**src/rtl/fpga_burst_bridge.sv**
```systemverilog
// Purpose: bridges a cache-line burst port onto a narrow shared address/data memory bus.
// Latency: one address cycle, then BEATS*SUB bus words; each read beat strobes one cycle after its last word.
// Backpressure: every bus phase advances only on resp_m_to_c; a watchdog aborts a phase that stalls too long.
module fpga_burst_bridge #(
    parameter int ADDR_W  = 32,
    parameter int BUS_W   = 32,
    parameter int CACHE_W = 64,
    parameter int BEATS   = 4,
    parameter int TIMEOUT = 1024
) (
    input  logic                                 clk,
    input  logic                                 rst_n,
    input  logic [ADDR_W-1:0]                    bmem_addr,
    input  logic                                 bmem_read,
    input  logic                                 bmem_write,
    input  logic [CACHE_W-1:0]                   bmem_wdata,
    output logic                                 bmem_ready,
    output logic [ADDR_W-1:0]                    bmem_raddr,
    output logic [CACHE_W-1:0]                   bmem_rdata,
    output logic                                 bmem_rvalid,
    output logic [((BEATS > 1) ? $clog2(BEATS) : 1)-1:0] bmem_wbeat,
    output logic                                 bmem_err,
    input  logic [BUS_W-1:0]                     address_data_bus_m_to_c,
    input  logic                                 resp_m_to_c,
    output logic [BUS_W-1:0]                     address_data_bus_c_to_m,
    output logic                                 address_on_c_to_m,
    output logic                                 data_on_c_to_m,
    output logic                                 read_en_c_to_m,
    output logic                                 write_en_c_to_m
);

    localparam int SUB   = CACHE_W / BUS_W;
    localparam int SUB_W = (SUB > 1) ? $clog2(SUB) : 1;
    localparam int WB_W  = (BEATS > 1) ? $clog2(BEATS) : 1;
    localparam int WD_W  = (TIMEOUT > 0) ? $clog2(TIMEOUT + 1) : 1;

    localparam logic [2:0] S_IDLE  = 3'd0;
    localparam logic [2:0] S_ADDR  = 3'd1;
    localparam logic [2:0] S_WDATA = 3'd2;
    localparam logic [2:0] S_WRESP = 3'd3;
    localparam logic [2:0] S_RDATA = 3'd4;
    localparam logic [2:0] S_DONE  = 3'd5;
    localparam logic [2:0] S_ERR   = 3'd6;

    logic [2:0]         state;
    logic [CACHE_W-1:0] shift;      // outgoing write beat, consumed low word first
    logic [CACHE_W-1:0] asm_beat;   // read beat under assembly
    logic [CACHE_W-1:0] asm_nx;
    logic [CACHE_W-1:0] shift_nx;
    logic [SUB_W-1:0]   sub_cnt;
    logic [WB_W-1:0]    rbeat;
    logic [WD_W-1:0]    wd;
    logic               reload;     // one bubble cycle so the cache can present the next write beat
    logic               active;
    logic               wd_hit;

    assign shift_nx = shift >> BUS_W;
    assign active   = (state == S_ADDR) || (state == S_WDATA) ||
                      (state == S_WRESP) || (state == S_RDATA);
    // Expiry only when this cycle brings no response: a response on the last cycle wins.
    assign wd_hit   = (TIMEOUT != 0) && active && !resp_m_to_c &&
                      (wd == WD_W'(TIMEOUT - 1));

    // Insert the incoming bus word into its sub-word slot of the beat under assembly.
    always_comb begin
        asm_nx = asm_beat;
        asm_nx[int'(sub_cnt) * BUS_W +: BUS_W] = address_data_bus_m_to_c;
    end

    // Main controller: phase sequencing, bus drive, beat assembly and watchdog.
    always_ff @(posedge clk) begin
        if (!rst_n) begin
            state                   <= S_IDLE;
            shift                   <= '0;
            asm_beat                <= '0;
            sub_cnt                 <= '0;
            rbeat                   <= '0;
            wd                      <= '0;
            reload                  <= 1'b0;
            bmem_ready              <= 1'b0;
            bmem_raddr              <= '0;
            bmem_rdata              <= '0;
            bmem_rvalid             <= 1'b0;
            bmem_wbeat              <= '0;
            bmem_err                <= 1'b0;
            address_data_bus_c_to_m <= '0;
            address_on_c_to_m       <= 1'b0;
            data_on_c_to_m          <= 1'b0;
            read_en_c_to_m          <= 1'b0;
            write_en_c_to_m         <= 1'b0;
        end else begin
            bmem_rvalid <= 1'b0;
            bmem_err    <= 1'b0;
            if (active) begin
                wd <= resp_m_to_c ? '0 : wd + WD_W'(1);
            end

            if (wd_hit) begin
                state                   <= S_ERR;
                address_data_bus_c_to_m <= '0;
                address_on_c_to_m       <= 1'b0;
                data_on_c_to_m          <= 1'b0;
                read_en_c_to_m          <= 1'b0;
                write_en_c_to_m         <= 1'b0;
                reload                  <= 1'b0;
                bmem_err                <= 1'b1;
            end else begin
                case (state)
                    S_IDLE: begin
                        if (bmem_write || bmem_read) begin
                            state                   <= S_ADDR;
                            bmem_ready              <= 1'b0;
                            address_data_bus_c_to_m <= BUS_W'(bmem_addr);
                            address_on_c_to_m       <= 1'b1;
                            data_on_c_to_m          <= 1'b0;
                            write_en_c_to_m         <= bmem_write;
                            read_en_c_to_m          <= !bmem_write;
                            wd                      <= '0;
                            sub_cnt                 <= '0;
                            rbeat                   <= '0;
                            bmem_wbeat              <= '0;
                            reload                  <= 1'b0;
                            if (bmem_write) begin
                                shift <= bmem_wdata;
                            end else begin
                                bmem_raddr <= bmem_addr;
                            end
                        end else begin
                            bmem_ready <= 1'b1;
                        end
                    end
                    S_ADDR: begin
                        if (resp_m_to_c) begin
                            address_on_c_to_m <= 1'b0;
                            data_on_c_to_m    <= 1'b1;
                            if (write_en_c_to_m) begin
                                state                   <= S_WDATA;
                                address_data_bus_c_to_m <= shift[BUS_W-1:0];
                            end else begin
                                state                   <= S_RDATA;
                                address_data_bus_c_to_m <= '0;
                            end
                        end
                    end
                    S_WDATA: begin
                        if (reload) begin
                            reload                  <= 1'b0;
                            shift                   <= bmem_wdata;
                            address_data_bus_c_to_m <= bmem_wdata[BUS_W-1:0];
                            data_on_c_to_m          <= 1'b1;
                        end else if (resp_m_to_c) begin
                            if (sub_cnt == SUB_W'(SUB - 1)) begin
                                sub_cnt                 <= '0;
                                data_on_c_to_m          <= 1'b0;
                                address_data_bus_c_to_m <= '0;
                                if (bmem_wbeat == WB_W'(BEATS - 1)) begin
                                    state <= S_WRESP;
                                end else begin
                                    bmem_wbeat <= bmem_wbeat + WB_W'(1);
                                    reload     <= 1'b1;
                                end
                            end else begin
                                sub_cnt                 <= sub_cnt + SUB_W'(1);
                                shift                   <= shift_nx;
                                address_data_bus_c_to_m <= shift_nx[BUS_W-1:0];
                            end
                        end
                    end
                    S_WRESP: begin
                        if (resp_m_to_c) begin
                            state           <= S_DONE;
                            write_en_c_to_m <= 1'b0;
                            bmem_wbeat      <= '0;
                            bmem_ready      <= 1'b1;
                        end
                    end
                    S_DONE: begin
                        if (!bmem_write) begin
                            state <= S_IDLE;
                        end
                    end
                    S_RDATA: begin
                        if (resp_m_to_c) begin
                            asm_beat <= asm_nx;
                            if (sub_cnt == SUB_W'(SUB - 1)) begin
                                sub_cnt     <= '0;
                                bmem_rdata  <= asm_nx;
                                bmem_rvalid <= 1'b1;
                                if (rbeat == WB_W'(BEATS - 1)) begin
                                    state          <= S_IDLE;
                                    read_en_c_to_m <= 1'b0;
                                    data_on_c_to_m <= 1'b0;
                                    bmem_ready     <= 1'b1;
                                end else begin
                                    rbeat <= rbeat + WB_W'(1);
                                end
                            end else begin
                                sub_cnt <= sub_cnt + SUB_W'(1);
                            end
                        end
                    end
                    S_ERR: begin
                        if (!bmem_read && !bmem_write) begin
                            state      <= S_IDLE;
                            bmem_ready <= 1'b1;
                            bmem_wbeat <= '0;
                        end
                    end
                    default: begin
                        state <= S_IDLE;
                    end
                endcase
            end
        end
    end

endmodule

```
**config.mk**
```make
export PLATFORM = sky130hd
export DESIGN_NAME = fpga_burst_bridge
export DESIGN_NICKNAME = d
export VERILOG_FILES = /design/src/rtl/fpga_burst_bridge.sv
export SDC_FILE = /design/constraint.sdc
export NUM_CORES = 1
export LEC_CHECK = 0
export BUFFER_PORTS_ARGS = -buffer_cell sky130_fd_sc_hd__buf_4
export CORE_UTILIZATION = 54
export DETAILED_ROUTE_END_ITERATION = 7
export PLACE_DENSITY = 0.8
export SETUP_SLACK_MARGIN = 0.15
export SYNTH_ARGS = -nofsm -noshare
export SYNTH_HDL_FRONTEND = slang
export SYNTH_SLANG_ARGS = --single-unit
```
**constraint.sdc**
```tcl
create_clock -name clk -period 3.1 [get_ports clk]
set_clock_uncertainty 0.05 [all_clocks]
set_input_delay 0 -clock clk [delete_from_list [all_inputs] [get_ports clk]]
set_output_delay 0 -clock clk [all_outputs]
set_load 0.05 [all_outputs]
```
Yosys cells after proc, flatten, opt, wreduce, memory -nomap -nowiden --
Index checks and enable logic that the tools add are counted.
Storage, ports and cells: bits in registers 283, bits in latches 0, memory bits (writable) 0, bits in read-only memories 0, output and inout port bits 137, word-level logic and storage cells 187, memories kept 0
Operators by class: add/subtract/negate cells 5, multipliers 0, div/mod/pow operators 0, $lt $le $gt $ge 0, equal/unequal tests 39, shift-type cells 2, mux-type cells 79, bitwise logic cells 5, reduce and logical (&&, ||, !) cells 38
Operator list (number):
- 64-bit 2-to-1 mux | 5
- 32-bit 2-to-1 mux | 6
- 64-bit case mux with 2 select lines | 1
- 32-bit case mux with 3 select lines | 1
- 64-bit bitwise mux | 1
- 32-bit by 33-bit variable shift with 64-bit output (first input constant) | 1
- 32-bit by 33-bit variable part select with 64-bit output | 1
- 11-bit 2-to-1 mux | 5
- 3-bit 2-to-1 mux | 14
- 3-bit != test (second input constant) | 13
- 6-bit negator with 33-bit output | 1
- 1-bit 2-to-1 mux | 26
- 2-bit != test (second input constant) | 13
- 12-bit AND reduction | 2
- 3-bit case mux with 7 select lines | 1
- 2-bit 2-to-1 mux | 10
- 4-bit AND reduction | 4
- 6-bit AND reduction | 2
- 4-bit nonzero test | 3
- 11-bit by 1-bit adder with 11-bit output (second input constant) | 1
- 11-bit by 10-bit equality test with 1-bit output (second input constant) | 1
- 3-bit equality test (second input constant) | 3
- 3-bit AND reduction | 3
- 9-bit AND reduction | 1
- 25 further kinds | 49

Logic depth before layout (Yosys ltp) --
depth after elaboration 8, depth in mapped cells 10

Worst setup path after synthesis --
No wires, ideal clock.
kind reg-to-reg, from reg wd[0], to reg shift[0], setup time 0.116 ns, arrival time 2.060 ns, data required time 2.934 ns, slack 0.873 ns, cell stages (with the launch flop) 10, buffers on the path 4, cells stage by stage dfxtp_1 -> ha_1 -> nand4_1 -> or3_1 -> buf_2 -> o41a_1 -> buf_2 -> buf_6 -> buf_6 -> o211a_1
Between the ends: word-level cells in the longest chain between the ends 4
RTL lines:
- from (decl) | RTL line 52 | logic [WD_W-1:0] wd;
- from (signal assigned) | RTL line 95 | wd <= resp_m_to_c ? '0 : wd + WD_W'(1);
- 11-bit by 10-bit equality test with 1-bit output | RTL line 62 | (wd == WD_W'(TIMEOUT - 1));
- 1-bit logical AND | RTL line 61 | assign wd_hit = (TIMEOUT != 0) && active && !resp_m_to_c &&
- 1-bit NOT (no source line)
- 6-bit AND reduction (no source line)
- to (signal assigned) | RTL line 124 | shift <= bmem_wdata;
- to (signal assigned) | RTL line 148 | shift <= bmem_wdata;
- to (signal assigned) | RTL line 164 | shift <= shift_nx;
- to (decl) | RTL line 46 | logic [CACHE_W-1:0] shift;
Every way passes these cells. A chain may end at the register's enable or synchronous reset.

Worst setup path after layout --
from reg state[1], to reg address_data_bus_c_to_m[20]
Between the ends: word-level cells in the longest chain between the ends 7, elaborated cells between the ends (all ways) 17, those cells by class eq/ne: 7; mux: 1; reduce/logical: 9
RTL lines:
- from (decl) | RTL line 45 | logic [2:0] state;
- from (signal assigned) | RTL line 73 | state <= S_IDLE;
- from (signal assigned) | RTL line 99 | state <= S_ERR;
- from (signal assigned) | RTL line 111 | state <= S_ADDR;
- 3-bit by 1-bit equality test with 1-bit output / 3-bit by 2-bit equality test with 1-bit output (equally long branches) | RTL line 58, 108
- 1-bit logical OR (2 in a row) | RTL line 58 | assign active = (state == S_ADDR) || (state == S_WDATA) ||
- 1-bit logical OR | RTL line 59 | (state == S_WRESP) || (state == S_RDATA);
- 1-bit logical AND (2 in a row) | RTL line 61
- 2-bit OR reduction (no source line)
- to (signal assigned) | RTL line 113 | address_data_bus_c_to_m <= BUS_W'(bmem_addr);
- to (signal assigned) | RTL line 138 | address_data_bus_c_to_m <= shift[BUS_W-1:0];
- to (signal assigned) | RTL line 149 | address_data_bus_c_to_m <= bmem_wdata[BUS_W-1:0];
- to (decl) | RTL line 25 | output logic [BUS_W-1:0] address_data_bus_c_to_m,
Parallel ways exist; a longest one is shown, timed or not.

==> impl_metrics.ini <==
[run_status]
outcome = completed

[clocking]
ctsResizeCount = 0
clock-sinks = 251
cts_tree = yes
htree_levels = 1
cts_buffer_depth = 3
clk_pin_slew_ns = 0.06
cts_buffers = 27
worstSkewPairLatency_ns = 0.53
postCtsSetupRepairBufs = 0
root_buffer = clkbuf_16
cts_hold_buffers = 132

[worst_setup_path]
worstPathCellList = nor3b_2, and2_1, a211o_1, o221ai_1, a21oi_1
critPathLaunchType = register
critical_path.top_delay_family = simple AND/OR/NAND/NOR gates
crit_path_end_kind = register
crit_type = reg -> reg
cp.arrival_ns = 3.04
path_buf_inv = 0
cpPeakStageDelay_ns = 0.95
cp_max_fo = 27
required_ns = 3.49
slowest_stage = and2_1

[synthesis]
synth_compound_area_share_pct = 25.8
synth.area.top_cells = dfxtp_1 (44%), nand2_1 (14%), a21boi_0 (9.0%)
synth_top_cell_by_area = dfxtp_1
synth_edf_count = 0
synthFlopType = dfxtp_1
synth-simple-area-share_pct = 23.4
muxShareOfSynthArea_pct = 0.663
synth_top_family_by_area = compound AO/OA/AOI/OAI gates
yosys_warnings = 0
synthCells = 1398
synth_top_area_share_pct = 44.4
async_flop_share_pct = 0
synth.avg_cell_area_um2 = 8.10
synth_fp_nets = 1534
synth_xor_area_share_pct = 0.0774
yosys.area_share.adder_pct = 0.332
synth-seq-cells = 251
syn_area_mm2 = 0.0113
ys_types = 64
ys_seq_area_share_pct = 44.4

[floorplan]
io_pins = 270
start_util_pct = 55.6
die_height_um = 147
chipWidth_um = 147
row_count = 52
core_area_mm2 = 0.0204
die-area_mm2 = 0.0215

[global_route]
grt_overflow = 0
grt_usage_pct = 35.1
grt_pass1_vias = 11400
antenna_found_initial = 0
grt_pass1_wl_um = 60500
grt_max_degree = 124

[cells_and_area]
fin_cells = 2019
syn2layout_area_growth_pct = 38.3
insertedDiodeCount = 0
fin_nets = 1866
fillCellCount = 1377
fin_area_mm2 = 0.0157
seqCellArea_mm2 = 0.00503
multi_input_area_mm2 = 0.00576
drive_gt1_share_pct = 21.6

[timing]
final_max_slew_viol_count = 0
fmax_mhz = 378
fin_setup_tns_ns = 0
max_slew_margin_pct = 20.3
tightestPinTransition_ns = 1.20
setup_viol = 0
post-route-period-util_pct = 85.3
min_period_ns = 2.65
hold_viol = 0
rsz0062_at_grt = no

[drt]
vias = 11900
via_per_inst = 5.91
final_antenna_net_count = 0
drc = 0
dr.first_iter.drc_count = 1024
routedWlPerCell_um = 19.5
first_pass_iters = 5
routed_wl_um = 39300

[place]
placed_cells = 1839
dp_hpwl_um = 24300
place_area_mm2 = 0.0135
gp_congestion = 0.894
io_buffers = 269

[power]
ir_drop_uv = 707
powerDensity_mw_per_mm2 = 742
p_leak_nw = 6.50

[run]
maxCapViolCount = 0

[min_path]
hold_path_class = in -> reg
==> cell type report <==
class / count / share of cell area, %
multi-input cells: 1010 / 36.8
repair buffers: 435 / 23.4
flip-flops and latches: 251 / 32.1
well taps: 270 / 2.16
clock inverters: 10 / 0.655
inverters: 5 / 0.120
clock buffers: 38 / 4.83
==> layout by cell type, fill, tap and decap left out, types with 3 or more instances in the layout <==
cell type and count:
a211o_1 21, a21boi_0 136, a21boi_1 24, a21oi_1 85, a221o_1 9, a221oi_1 5, a22oi_1 4, and3_1 20
buf_12 5, buf_4 298, clkbuf_1 7, clkbuf_16 27, clkbuf_8 4, clkinv_2 7, dfxtp_1 250, dlygate4sd3_1 132
ha_1 3, inv_1 5, mux2_2 4, mux2i_1 3, nand2_1 431, nand2b_1 4, nand3_1 60, nand3_2 10
nand3b_1 3, nand4_1 4, nor2_1 24, nor2b_1 3, nor3_1 13, nor4_1 5, o211a_1 33, o211ai_1 5
o21a_1 4, o21ai_0 17, o221ai_1 27, o22ai_1 3, or3_1 3
==> per-stage QoR <==
step | total power, mW | setup slack, ns | utilization, % | hold slack [ns]
floorplan | 6.97 | 0.873 | - | 0.0849
global placement | 8.18 | 0.681 | 66.2 | 0.211
detailed placement | 8.25 | 0.649 | 66.2 | 0.217
CTS | 11.5 | 0.619 | 76.9 | 0.230
global route | 12.1 | 0.356 | 76.9 | 0.248
finish | 11.6 | 0.455 | 76.9 | 0.240
==> worst register-to-register path: stages (launching register included) <==
cell and delay [ns]:
dfxtp_1 0.58, nor3b_2 0.28, and2_1 0.95, a211o_1 0.35, o221ai_1 0.15, a21oi_1 0.20
==> flip-flops by register name, summed over array words and instances, names as in the netlist <==
name,cells
asm_beat,32
bmem_raddr,32
bmem_wbeat,2
wd,11
bmem_err,1
reload,1
shift,64
address_on_c_to_m,1
write_en_c_to_m,1
data_on_c_to_m,1
bmem_ready,1
read_en_c_to_m,1
rbeat,2
bmem_rvalid,1
state,3
sub_cnt,1
bmem_rdata,64
address_data_bus_c_to_m,32
==> cell families (layout without fill, tap and decap cells) <==
kind of cell,after synthesis,in the layout
buf+inv,137,488
compound gates,393,393
simple gates,606,606
mux,7,7
flops,251,251
fa+ha+maj,3,3
xor+xnor,1,1
==> power breakdown <==
group	leakage, nW	internal (mW)	switching [mW]
Combinational	4.03	1.55	2.82
Sequential	2.05	3.72	0.394
Clock	0.426	1.86	1.28
==> per-layer routing <==
layer	up-vias	share of wire, %	wire length, um	global-route usage, %
li1	5511	-	-	-
met1	5576	37	14500	40.6
met2	683	48	18700	60.4
met3	169	8.7	3420	6.43
met4	0	7.0	2760	21.4
met5	-	0	0	0
==> synth_stat cells (all sizes together), types with 2 or more instances <==
library cell and n:
nor3b 3, nand3 70, nor3 14, or3 3, or2 3, nor2 26
a221oi 5, a31oi 2, o31ai 2, and3 20, o21a 4, a211o 21
nand2b 4, a2bb2oi 2, mux2i 3, nor4 6, inv 5, and2 3
buf 48, o41ai 4, and4b 2, o21ai 17, dfxtp 251, mux2 4
o22ai 3, and3b 2, o221ai 27, nor2b 5, a22oi 4, nand4 4
nand2 431, clkbuf 84, or4 2, ha 3, o211ai 5, a211oi 2
a221o 9, a21oi 85, a21boi 160, a2111oi 2, o211a 33, nand3b 3
==> path summary, 6_finish.rpt <==
kind | from | end | slack [ns] | depth (start not counted)
max | state[1] | address_data_bus_c_to_m[20] | 0.45 | 5
min | address_data_bus_m_to_c[9] | bmem_rdata[41] | 0.24 | 4
max reg2reg | state[1] | address_data_bus_c_to_m[20] | 0.45 | 5
min reg2reg | bmem_rdata[48] | bmem_rdata[48] | 0.40 | 2
Note: power is estimated with default switching activity, not from simulation.
